===== src/rtl/ble_pkg.sv =====
// Shared BLE packet-path types: FSM state encoding and the newline framing byte.
// Used by both the TX scheduler and the RX packet framer.
package ble_pkg;

  typedef enum logic [1:0] {
    IDLE,
    SEND,
    TERM
  } ble_state_e;

  localparam logic [7:0] BLE_TERM_BYTE = 8'h0A;

endpackage


===== src/rtl/ble_rr_arbiter.sv =====
// Combinational round-robin arbiter: picks the first set request at or after ptr_i,
// wrapping modulo N.
module ble_rr_arbiter #(
  parameter int unsigned N  = 4,
  parameter int unsigned PW = (N > 1) ? $clog2(N) : 1
) (
  input  logic [N-1:0]  req_i,
  input  logic [PW-1:0] ptr_i,
  output logic [N-1:0]  gnt_o,
  output logic [PW-1:0] win_o,
  output logic          any_o
);

  int unsigned   cand;
  logic [PW-1:0] cand_idx;

  always_comb begin
    gnt_o    = '0;
    win_o    = '0;
    any_o    = 1'b0;
    cand     = 0;
    cand_idx = '0;
    for (int unsigned i = 0; i < N; i++) begin
      cand     = (32'(ptr_i) + i) % N;
      cand_idx = cand[PW-1:0];
      if (!any_o && req_i[cand_idx]) begin
        any_o           = 1'b1;
        gnt_o[cand_idx] = 1'b1;
        win_o           = cand_idx;
      end
    end
  end

endmodule


===== src/rtl/ble_tx_scheduler.sv =====
// Round-robin TX scheduler: snapshots one requester's packet, streams it over a valid/ready
// byte interface with 0x0A payload bytes substituted, then appends the 0x0A terminator.
module ble_tx_scheduler
  import ble_pkg::*;
#(
  parameter int unsigned N_REQ     = 4,
  parameter int unsigned MAX_BYTES = 16,
  parameter logic [7:0]  SUB_BYTE  = 8'h0B
) (
  input  logic                                clk,
  input  logic                                rst,
  input  logic [N_REQ-1:0]                    req_i,
  input  logic [N_REQ-1:0][7:0]               req_len_i,
  input  logic [N_REQ-1:0][MAX_BYTES-1:0][7:0] req_data_i,
  output logic [N_REQ-1:0]                    grant_o,
  output logic [N_REQ-1:0]                    done_o,
  output logic [7:0]                          tx_byte_o,
  output logic                                tx_valid_o,
  input  logic                                tx_ready_i,
  output logic                                busy_o,
  output logic                                sub_pulse_o
);

  localparam int unsigned PW     = $clog2(N_REQ);
  localparam int unsigned IW     = (MAX_BYTES > 1) ? $clog2(MAX_BYTES) : 1;
  localparam logic [7:0]  MaxLen = 8'(MAX_BYTES);

  ble_state_e                  state_q, state_d;
  logic [PW-1:0]               win_q, win_d;
  logic [PW-1:0]               ptr_q, ptr_d;
  logic [7:0]                  len_q, len_d;
  logic [7:0]                  idx_q, idx_d;
  logic [MAX_BYTES-1:0][7:0]   buf_q, buf_d;
  logic [N_REQ-1:0]            grant_q, grant_d;
  logic [N_REQ-1:0]            done_q, done_d;
  logic                        sub_q, sub_d;

  logic [N_REQ-1:0] arb_gnt;
  logic [PW-1:0]    arb_win;
  logic             arb_any;
  logic [7:0]       cur_len;
  logic [7:0]       raw_byte;
  logic [IW-1:0]    buf_idx;

  ble_rr_arbiter #(
    .N  (N_REQ),
    .PW (PW)
  ) u_arb (
    .req_i (req_i),
    .ptr_i (ptr_q),
    .gnt_o (arb_gnt),
    .win_o (arb_win),
    .any_o (arb_any)
  );

  assign cur_len  = (req_len_i[arb_win] > MaxLen) ? MaxLen : req_len_i[arb_win];
  assign buf_idx  = idx_q[IW-1:0];
  assign raw_byte = buf_q[buf_idx];

  always_comb begin
    state_d = state_q;
    win_d   = win_q;
    ptr_d   = ptr_q;
    len_d   = len_q;
    idx_d   = idx_q;
    buf_d   = buf_q;
    grant_d = '0;
    done_d  = '0;
    sub_d   = 1'b0;
    unique case (state_q)
      IDLE: begin
        if (arb_any) begin
          win_d   = arb_win;
          buf_d   = req_data_i[arb_win];
          len_d   = cur_len;
          grant_d = arb_gnt;
          state_d = (cur_len != 8'd0) ? SEND : TERM;
        end
      end
      SEND: begin
        if (tx_ready_i) begin
          sub_d = (raw_byte == BLE_TERM_BYTE);
          idx_d = idx_q + 8'd1;
          if (idx_q == len_q - 8'd1) state_d = TERM;
        end
      end
      TERM: begin
        if (tx_ready_i) begin
          done_d[win_q] = 1'b1;
          ptr_d         = (win_q == PW'(N_REQ - 1)) ? '0 : win_q + 1'b1;
          idx_d         = 8'd0;
          state_d       = IDLE;
        end
      end
      default: state_d = IDLE;
    endcase
  end

  always_ff @(posedge clk or posedge rst) begin
    if (rst) begin
      state_q <= IDLE;
      win_q   <= '0;
      ptr_q   <= '0;
      len_q   <= '0;
      idx_q   <= '0;
      buf_q   <= '0;
      grant_q <= '0;
      done_q  <= '0;
      sub_q   <= 1'b0;
    end else begin
      state_q <= state_d;
      win_q   <= win_d;
      ptr_q   <= ptr_d;
      len_q   <= len_d;
      idx_q   <= idx_d;
      buf_q   <= buf_d;
      grant_q <= grant_d;
      done_q  <= done_d;
      sub_q   <= sub_d;
    end
  end

  // Valid and byte derive only from registered state, so reset drops them immediately.
  always_comb begin
    tx_byte_o = 8'h00;
    case (state_q)
      SEND:    tx_byte_o = (raw_byte == BLE_TERM_BYTE) ? SUB_BYTE : raw_byte;
      TERM:    tx_byte_o = BLE_TERM_BYTE;
      default: tx_byte_o = 8'h00;
    endcase
  end

  assign tx_valid_o  = (state_q != IDLE);
  assign busy_o      = (state_q != IDLE);
  assign grant_o     = grant_q;
  assign done_o      = done_q;
  assign sub_pulse_o = sub_q;

endmodule


===== config.mk =====
export PLATFORM = sky130hd
export DESIGN_NAME = ble_tx_scheduler
export DESIGN_NICKNAME = d
export VERILOG_FILES = /design/src/rtl/ble_pkg.sv /design/src/rtl/ble_rr_arbiter.sv /design/src/rtl/ble_tx_scheduler.sv
export SDC_FILE = /design/constraint.sdc
export NUM_CORES = 1
export LEC_CHECK = 0
export CAP_MARGIN = 20
export CORE_AREA = 5 5 220 222
export DETAILED_ROUTE_END_ITERATION = 7
export DIE_AREA = 0 0 225 227
export GPL_ROUTABILITY_DRIVEN = 1
export PLACE_DENSITY = 0.62
export SYNTH_ARGS = -nofsm -noshare
export SYNTH_HDL_FRONTEND = slang
export SYNTH_HIERARCHICAL = 1
export SYNTH_SLANG_ARGS = --single-unit

===== constraint.sdc =====
create_clock -name clk -period 9.96 [get_ports clk]
set_input_delay 1.992 -clock clk [delete_from_list [all_inputs] [get_ports clk]]
set_output_delay 1.992 -clock clk [all_outputs]
set_load 0.02 [all_outputs]

# [Word-level counts from Yosys, hierarchy flattened]
# Index checks and enable logic that the tools add are counted.
[totals] register_bits=159 output_inout_bits=19 word_cells=129
[op_classes] order_cmp=13 addsub=6 bitwise=3 muxes=55 reduce_logical=19 eq_ne=9
[op_table] cell="128-bit binary-select mux with 2-bit select" count=1
[op_table] cell="128-bit 2-to-1 mux" count=1
[op_table] cell="8-bit 2-to-1 mux" count=6
[op_table] cell="8-bit binary-select mux with 4-bit select" count=1
[op_table] cell="4-bit 2-to-1 mux" count=8
[op_table] cell="8-bit one-hot mux with 2 select lines" count=2
[op_table] cell="2-bit 2-to-1 mux" count=10
[op_table] cell="2-bit by 3-bit < comparator with 1-bit output (second input constant)" count=6
[op_table] cell="8-bit binary-select mux with 2-bit select" count=1
[op_table] cell="1-bit 2-to-1 mux" count=15
[op_table] cell="4-bit OR" count=3
[op_table] cell="1-bit demux with 2-bit select" count=5
[op_table] cell="2-bit by 1-bit >= comparator with 1-bit output (second input constant)" count=5
[op_table] cell="8-bit by 1-bit adder with 8-bit output (second input constant)" count=1
[op_table] cell="1-bit binary-select mux with 2-bit select" count=4
[op_table] cell="8-bit by 4-bit equality test with 1-bit output (second input constant)" count=1
[op_table] cell="8-bit equality test" count=1
[op_table] cell="8-bit by 5-bit greater-than comparator with 1-bit output (second input constant)" count=1
[op_table] cell="1-bit logical AND" count=8
[op_table] cell="2-bit inequality test (second input constant)" count=4
[op_table] cell="8-bit nonzero test" count=1
[op_table] cell="8-bit by 1-bit subtractor with 8-bit output (second input constant)" count=1
[op_table] cell="2-bit one-hot mux with 3 select lines" count=1
[op_table] cell="4-bit by 5-bit < comparator with 1-bit output (second input constant)" count=1
[op_table] cell="other kinds (10)" count=17

# [Longest topological paths before layout]
# Gate-level depths: netlist (run 1).
[logic_depth] word_depth=20 ltp_mapped=15 mapped_depth_nobuf=12

# [Modules after synthesis]
# The synthesis (run 1) kept the hierarchy.
[by_module_without_submodules] mod="ble_tx_scheduler" area_per_inst_um2=10613.9 seq_area_each_um2=3978.8 instances=1 cells_per_inst=687
[by_module_without_submodules] mod="ble_rr_arbiter" area_per_inst_um2=419.2 seq_area_each_um2=0.0 instances=1 cells_per_inst=45

# [Worst setup path before layout (run 1)]
# Ideal clock, no wire load.
[synth_timing] kind="input-to-reg" start="in req_i[2]" end="reg state_q[0]" stages=10 required_ns=9.835 arrival_ns=4.641 path_slack_ns=5.194 setup_ns=0.125 n_path_buf=2 cell_sequence="mux4_2 -> buf_6 -> o311ai_0 -> a32o_1 -> buf_1 -> mux4_2 -> or4_1 -> clkinv_1 -> a21oi_1 -> mux2_2"
[synth_via] elab_chain_cells=20
[synth_lines] item="start: declaration" line_no="ble_tx_scheduler.sv:12" rtl="input logic [N_REQ-1:0] req_i,"
[synth_lines] item="1-bit binary-select mux with 2-bit select" line_no="ble_rr_arbiter.sv:26" rtl="if (!any_o && req_i[cand_idx]) begin"
[synth_lines] item="1-bit 2-to-1 mux (implied by the code)" line_no="ble_rr_arbiter.sv:26"
[synth_lines] item="1-bit 2-to-1 mux" line_no="ble_rr_arbiter.sv:26"
[synth_lines] item="1-bit logical NOT" line_no="ble_rr_arbiter.sv:26"
[synth_lines] item="1-bit logical AND" line_no="ble_rr_arbiter.sv:26"
[synth_lines] item="1-bit 2-to-1 mux" line_no="ble_rr_arbiter.sv:26"
[synth_lines] item="1-bit logical NOT" line_no="ble_rr_arbiter.sv:26"
[synth_lines] item="1-bit logical AND" line_no="ble_rr_arbiter.sv:26"
[synth_lines] item="[4 not listed]"
[synth_lines] item="named net arb_win[1]" line_no="ble_tx_scheduler.sv:39" rtl="logic [PW-1:0] arb_win;"
[synth_lines] item="8-bit binary-select mux with 2-bit select (*)" line_no="ble_tx_scheduler.sv:56" rtl="assign cur_len = (req_len_i[arb_win] > MaxLen) ? MaxLen : req_len_i[arb_win];"
[synth_lines] item="8-bit 2-to-1 mux (implied by the code) (*)" line_no="ble_tx_scheduler.sv:56"
[synth_lines] item="8-bit by 5-bit greater-than comparator with 1-bit output" line_no="ble_tx_scheduler.sv:56"
[synth_lines] item="8-bit 2-to-1 mux (*)" line_no="ble_tx_scheduler.sv:56"
[synth_lines] item="8-bit nonzero test (*)" line_no="ble_tx_scheduler.sv:77" rtl="state_d = (cur_len != 8'd0) ? SEND : TERM;"
[synth_lines] item="2-bit 2-to-1 mux (*)" line_no="ble_tx_scheduler.sv:77"
[synth_lines] item="2-bit 2-to-1 mux (*)" line_no="ble_tx_scheduler.sv:72" rtl="if (arb_any) begin"
[synth_lines] item="2-bit one-hot mux with 3 select lines (*)" line_no="ble_tx_scheduler.sv:70" rtl="unique case (state_q)"
[synth_lines] item="end signal: assignment" line_no="ble_tx_scheduler.sv:111" rtl="state_q <= state_d;"
[synth_lines] item="end: declaration" line_no="ble_tx_scheduler.sv:28" rtl="ble_state_e state_q, state_d;"
# The timed path passes the listed nets; every way through them passes the cells marked *. The select of a mux whose other input is x is not followed.
# A chain may end at the register's enable or synchronous reset.

# [Worst setup path in the final report (run 1)]
[layout_timing] start="reg idx_q[0]" end="out tx_byte_o[0]"
[layout_via] elab_chain_cells=5
[layout_lines] item="start: declaration" line_no="ble_tx_scheduler.sv:32" rtl="logic [7:0] idx_q, idx_d;"
[layout_lines] item="start signal: assignment" line_no="ble_tx_scheduler.sv:115" rtl="idx_q <= idx_d;"
[layout_lines] item="8-bit binary-select mux with 4-bit select (*)" line_no="ble_tx_scheduler.sv:58" rtl="assign raw_byte = buf_q[buf_idx];"
[layout_lines] item="8-bit 2-to-1 mux (implied by the code) (*)" line_no="ble_tx_scheduler.sv:58"
[layout_lines] item="8-bit by 4-bit equality test with 1-bit output" line_no="ble_tx_scheduler.sv:127" rtl="SEND: tx_byte_o = (raw_byte == BLE_TERM_BYTE) ? SUB_BYTE : raw_byte;"
[layout_lines] item="8-bit 2-to-1 mux (*)" line_no="ble_tx_scheduler.sv:127"
[layout_lines] item="8-bit one-hot mux with 2 select lines (*)" line_no="ble_tx_scheduler.sv:126" rtl="case (state_q)"
[layout_lines] item="end: declaration" line_no="ble_tx_scheduler.sv:17" rtl="output logic [7:0] tx_byte_o,"
# Mark *: on every way between the ends. The rest lies on a longest branch, timed or not. The select of a mux whose other input is x is not followed.

==> qor.yml, run 1 <==
synthesis:
  syn_area_per_cell_um2: 15.1
  async_flop_share_pct: 100
  ys.warnings.count: 6
  synth_cell_type_count: 49
  ys_seq_area_share_pct: 36.1
  yosysTopAreaCellShare_pct: 36.1
  synth_cells: 732
  ys.flop_type: "dfrtp_1"
  synth_area_um2: 11000
  ys_ff_latch: 159
  synth-edff-count: 0
  synthTopCellsByArea: "dfrtp_1 (36%), mux4_2 (33%), mux2_2 (14%)"
  synth_top_area_cell: "dfrtp_1"
  syn_nets: 1297
clocking:
  clock_sinks: 159
  htreeDepth: 4
  cts_root_buffer: "clkbuf_16"
  clockBufferDepth: 2
  cts_resized: 0
  numCtsBuffers: 17
  post_cts_buffers: 0
  ctsHoldBuffers: 0
  insertion_delay_ps: 440
  cts_tree: "yes"
  clk_pin_slew_ps: 70
power:
  ir_drop_v: 0.000309
  p_leak_nw: 6.59
  netSwitchingPower_mw: 2.14
  p_int_mw: 3.44
  clkPwrFrac_pct: 11.5
  pwr-share-seq_pct: 22.0
  p_comb_share_pct: 66.4
  swShare_pct: 38.3
  power.density_nw_per_um2: 312
layout:
  drive_gt1_share_pct: 27.7
  nets: 1829
  n_fill_cell: 4338
  layoutNonFillerInstCount: 1885
  syn_to_final_growth_pct: 61.9
place:
  place_congestion: 0.829
  dpl.cell_count: 1852
  port_buffers: 569
  dp_hpwl_um: 39000
timing:
  fin_crit_sh_pct: 60.9
  rsz0062_at_grt: "no"
  period_minus_slack_ps: 6070
  skew_ps: 10.2
  finalMaxSlewViolations: 0
  tns_ps: 0
  slew_headroom_pct: 40.5
  finalHoldViolations: 0
  tightest_slew_ps: 893
  fmax_mhz: 165
  setup_violations: 0
route:
  first_pass_iters: 4
  wl_per_cell_um: 25.1
  antenna_left: 0
  totalWireLength_um: 47300
  drt_iter0_markers: 453
  viasPerCell: 4.82
  vias: 9095
  remaining_drc_errors: 0
setup_path:
  cp_cell_sequence: "buf_4, mux4_1, a22oi_1, nand3_1, nor4b_1, and3_1, o21a_1, clkdlybuf4s50_1"
  startpoint_type: "flop"
  critPathKind: "flop to output port"
  crit_slowest_cell: "dfrtp_2"
  crit_required_ps: 7970
  crit_arrival_ps: 4080
  crit_path_max_incr_delay_ps: 700
  path_max_fanout: 19
  critPathCaptureType: "output port"
floorplanning:
  num_io_pins: 570
  die_h_um: 227
  row_count: 79
  start_util_pct: 23.9
  fp.dieArea_um2: 51100
  coreArea_um2: 46200
  die_x_um: 225
min_path:
  min_path_type: "flop to flop"
global_route:
  grt_pass1_wl_um: 67200
  grt_pass1_vias: 10100
  antenna_found_initial: 8
  overflow: 0
  grt_max_degree: 79
  grtUsageTotal_pct: 18.0
outcome:
  status: "complete, no violations"
job:
  maxCapViolCount: 0
-- through the flow --
stage	setup slack [ps]	instance area, µm²	power, mW	hold slack [ps]	util (%)
2_1_floorplan	3680	11000	3.98	470	-
3_3_place_gp	4030	17300	4.97	482	37.5
3_5_place_dp	3960	17300	5.03	488	37.5
4_1_cts	3750	17900	5.70	503	38.7
5_1_grt	3610	17900	5.98	509	38.7
6_report	3890	17900	5.58	502	38.7
-- routing by layer --
layer  up-vias  global-route usage (%)  part of all wire [%]
met4         4                    4.52                   1.7
met5         -                       0                 0.057
met2       361                    31.3                    52
met3        40                    3.98                   5.3
li1       4038                       -                     -
met1      4652                    22.9                    41
-- sequential cells by signal (all words and copies together) (netlist names) --
name,flops
buf_q,128
idx_q,8
len_q,8
done_o,4
grant_o,4
ptr_q,2
state_q,2
win_q,2
sub_pulse_o,1
-- cell families (layout without fill, tap and decap cells) --
logic type | count (synthesis) | in the layout | synth area share, %
other cells | 0 | 1 | 0
simple gates | 90 | 90 | 4.38
buf+inv | 84 | 629 | 3.65
mux | 312 | 312 | 49.5
xor+xnor | 17 | 17 | 1.35
fa+ha+maj | 14 | 14 | 1.59
compound gates | 56 | 56 | 3.48
flops | 159 | 159 | 36.1
-- area by class of cell --
| type | instances | area [µm²] | area share [%] |
|---|---|---|---|
| multi-input combinational | 489 | 6680 | 37.4 |
| inverter | 16 | 65.1 | 0.364 |
| timing repair buffer | 581 | 5800 | 32.5 |
| clock buffer | 19 | 453 | 2.54 |
| clock inverter | 13 | 114 | 0.638 |
| tap | 607 | 759 | 4.25 |
| antenna | 1 | 2.50 | 0.0140 |
| sequential | 159 | 3980 | 22.3 |
-- worst max-delay path: cells and delay by family (launching register included) --
kind / cells / cell delay [ps]
buffers and inverters: 2 / 1120
flip-flops: 1 / 700
multiplexers: 1 / 640
AND/OR/NAND/NOR: 3 / 740
AO/OA/AOI/OAI: 2 / 410
-- cell usage in the layout, fill, tap and decap left out, drive strengths merged, types with 15 or more instances in the layout --
cell	synthesis	final
mux4	170	170
dfrtp	159	159
inv	15	17
clkdlybuf4s50	0	569
nand3	15	15
nor2	19	19
mux2	138	138
nand2	16	16
clkbuf	26	19
-- Yosys cell counts (9+ instances only) --
library cell and n:
o21ai_0 11, nand2_1 16, dfrtp_1 159, buf_2 20, nand3_1 15, mux2_2 138, mux4_1 10, a22oi_1 13
clkbuf_1 25, nor2_1 19, and3_1 9, buf_1 14, ha_1 14, xnor2_1 9, mux4_2 160, inv_1 15
-- power groups by stage --
stage                     clock (mW)  sequential [mW]  combinational, mW
final                          0.644             1.23               3.71
after global routing           0.690             1.27               4.03
after CTS                      0.666             1.23               3.81
after detailed placement           0             1.24               3.79
after global placement             0             1.24               3.74
after floorplan                    0             1.10               2.88
-- worst paths after layout --
path	depth (start not counted)	slack, ps	endpoint	from
worst min register to register	1	500	buf_q[118]	buf_q[118]
worst min-delay path	1	500	buf_q[118]	buf_q[118]
min in group asynchronous	2	1910	buf_q[121]	rst
max in group asynchronous	3	6830	buf_q[42]	rst
worst max register to register	10	5390	state_q[0]	ptr_q[0]
worst max-delay path	8	3890	tx_byte_o[0]	idx_q[0]
Power figures use the tool's default switching activity.
==> run 2: changes to the inputs <==
clock period = 5.9 ns   (was 9.96 ns; I/O delays follow)
==> run 2 against run 1 <==
Against the previous run:
- via count grew 0.73%
- die area stayed put
- non-clock buffer count rose by 1
- sequential share of layout area is 0.055 points lower
- sequential power up 69%
- clock power is 60% higher
- critical path type unchanged
- critical endpoint unchanged
- highest routed layer unchanged
==> qor.yml, run 2 (synthesized netlist as in run 1, its figures left out) <==
floorplanning:
  fp.dieArea_um2: 51100  # unchanged
  die_h_um: 227  # unchanged
  row_count: 79  # unchanged
  coreArea_um2: 46200  # unchanged
  die_x_um: 225  # unchanged
  num_io_pins: 570  # unchanged
  start_util_pct: 23.9  # unchanged
global_route:
  grtUsageTotal_pct: 17.8  # was 18.0%
  grt_pass1_vias: 10400  # was 10100
  overflow: 0  # unchanged
  grt_pass1_wl_um: 67000  # was 67200 µm
  antenna_found_initial: 11  # was 8
  grt_max_degree: 140  # was 79
route:
  drt_iter0_markers: 430  # was 453
  wl_per_cell_um: 24.6  # was 25.1 µm
  viasPerCell: 4.83  # was 4.82
  totalWireLength_um: 46600  # was 47300 µm
  vias: 9161  # was 9095
  first_pass_iters: 5  # was 4
  antenna_left: 0  # unchanged
  remaining_drc_errors: 0  # unchanged
timing:
  finalHoldViolations: 0  # unchanged
  finalMaxSlewViolations: 0  # unchanged
  fmax_mhz: 199
  tns_ps: 0  # unchanged
  tightest_slew_ps: 938  # was 893 ps
  setup_slack_ps: 883  # was 3890 ps
  setup_violations: 0  # unchanged
  fin_crit_sh_pct: 85.0
  slew_headroom_pct: 37.5  # was 40.5%
  skew_ps: 7.03  # was 10.2 ps
  period_minus_slack_ps: 5020
  rsz0062_at_grt: "no"  # unchanged
outcome:
  status: "complete, no violations"  # unchanged
place:
  dp_hpwl_um: 38400  # was 39000 µm
  place_congestion: 0.828  # was 0.829
  pre_cts_slack_ps: 1100  # was 3960 ps
  port_buffers: 569  # unchanged
power:
  p_comb_share_pct: 67.1  # was 66.4%
  netSwitchingPower_mw: 3.64  # was 2.14 mW
  power.density_nw_per_um2: 529  # was 312 nW/µm²
  clkPwrFrac_pct: 10.9  # was 11.5%
  p_int_mw: 5.83  # was 3.44 mW
  p_leak_nw: 6.60  # was 6.59 nW
  pwr-share-seq_pct: 22.0  # about the same
  ir_drop_v: 0.000479  # was 0.000309 V
  swShare_pct: 38.4  # was 38.3%
setup_path:
  crit_required_ps: 4720  # was 7970 ps
  critPathKind: "flop to output port"  # unchanged
  crit_arrival_ps: 3840  # was 4080 ps
  startpoint_type: "flop"  # unchanged
  path_max_fanout: 19  # unchanged
  critPathCaptureType: "output port"  # unchanged
layout:
  drive_gt1_share_pct: 27.5  # was 27.7%
  layout_common_cells: "clkdlybuf4s50_1 (569), mux4_2 (160), dfrtp_1 (157)"  # unchanged
  syn_to_final_growth_pct: 62.2  # was 61.9%
  reg_top3: "buf_q (128), idx_q (8), len_q (8)"  # unchanged
  nets: 1830  # was 1829
  layout_commonest_cell: "clkdlybuf4s50_1"  # unchanged
  top_register: "buf_q"  # unchanged
  largest_reg_flops: 128  # unchanged
  n_fill_cell: 4366  # was 4338
clocking:
  numCtsBuffers: 17  # unchanged
  cts_resized: 0  # unchanged
  insertion_delay_ps: 430  # was 440 ps
  htreeDepth: 4  # unchanged
  clk_pin_slew_ps: 60  # was 70 ps
  clock_sinks: 159  # unchanged
  cts_tree: "yes"  # unchanged
  cts_root_buffer: "clkbuf_16"  # unchanged
  post_cts_buffers: 0  # unchanged
  clockBufferDepth: 2  # unchanged
  ctsHoldBuffers: 0  # unchanged
job:
  maxCapViolCount: 0  # unchanged
min_path:
  min_path_type: "flop to flop"  # unchanged
## run 2: through the flow
step                      area, µm²  utilization, %  power [mW]  instances  hold WS [ps]
after floorplan               11000               -        6.71        732           470
after global placement        17300            37.5        8.48       1853           483
after detailed placement      17300            37.5        8.59       1853           490
after CTS                     17900            38.7        9.67       1885           505
after global routing          17900            38.7        10.2       1891           515
final                         17900            38.8        9.47       1897           504
## run 2: cell type report
cell class,count,area [µm²],area share [%]
sequential,159,3980,22.2
antenna,12,30.0,0.168
multi-input combinational,489,6680,37.3
clock inverter,9,60.1,0.336
inverter,16,65.1,0.363
clock buffer,23,478,2.67
tap,607,759,4.24
timing repair buffer,582,5840,32.6
## run 2: power by group through the flow
stage	combinational, mW	clock, mW	sequential, mW
2_1_floorplan	4.86	0	1.85
3_3_place_gp	6.39	0	2.09
3_5_place_dp	6.48	0	2.11
4_1_cts	6.50	1.07	2.10
5_1_grt	6.89	1.11	2.15
6_report	6.35	1.03	2.08
## run 2: metal layers
| layer | GRT usage [%] | wire length (µm) | up-vias |
|---|---|---|---|
| met5 | 0 | 7 | - |
| met4 | 4.89 | 813 | 2 |
| met2 | 30.4 | 23900 | 374 |
| li1 | - | - | 4061 |
| met3 | 4.93 | 3130 | 38 |
| met1 | 22.3 | 18700 | 4686 |
## run 2: critical path, stage by stage, from the launching register on
cell and delay (ps):
dfrtp_2 840, buf_4 350, buf_4 210, mux4_2 580, a22oi_1 200, nand3_1 190
and3_1 270, o21a_1 180, clkdlybuf4s50_1 570
## run 2: worst paths after layout
| check | start | slack (ps) | cells after the start | end |
|---|---|---|---|---|
| worst min register to register | buf_q[96] | 500 | 1 | buf_q[96] |
| min in group asynchronous | rst | 1300 | 2 | buf_q[85] |
| max in group asynchronous | rst | 3430 | 3 | buf_q[104] |
| worst min-delay path | buf_q[96] | 500 | 1 | buf_q[96] |
| worst max-delay path | idx_q[0] | 880 | 8 | tx_byte_o[0] |
| worst max register to register | ptr_q[0] | 1750 | 11 | state_q[0] |
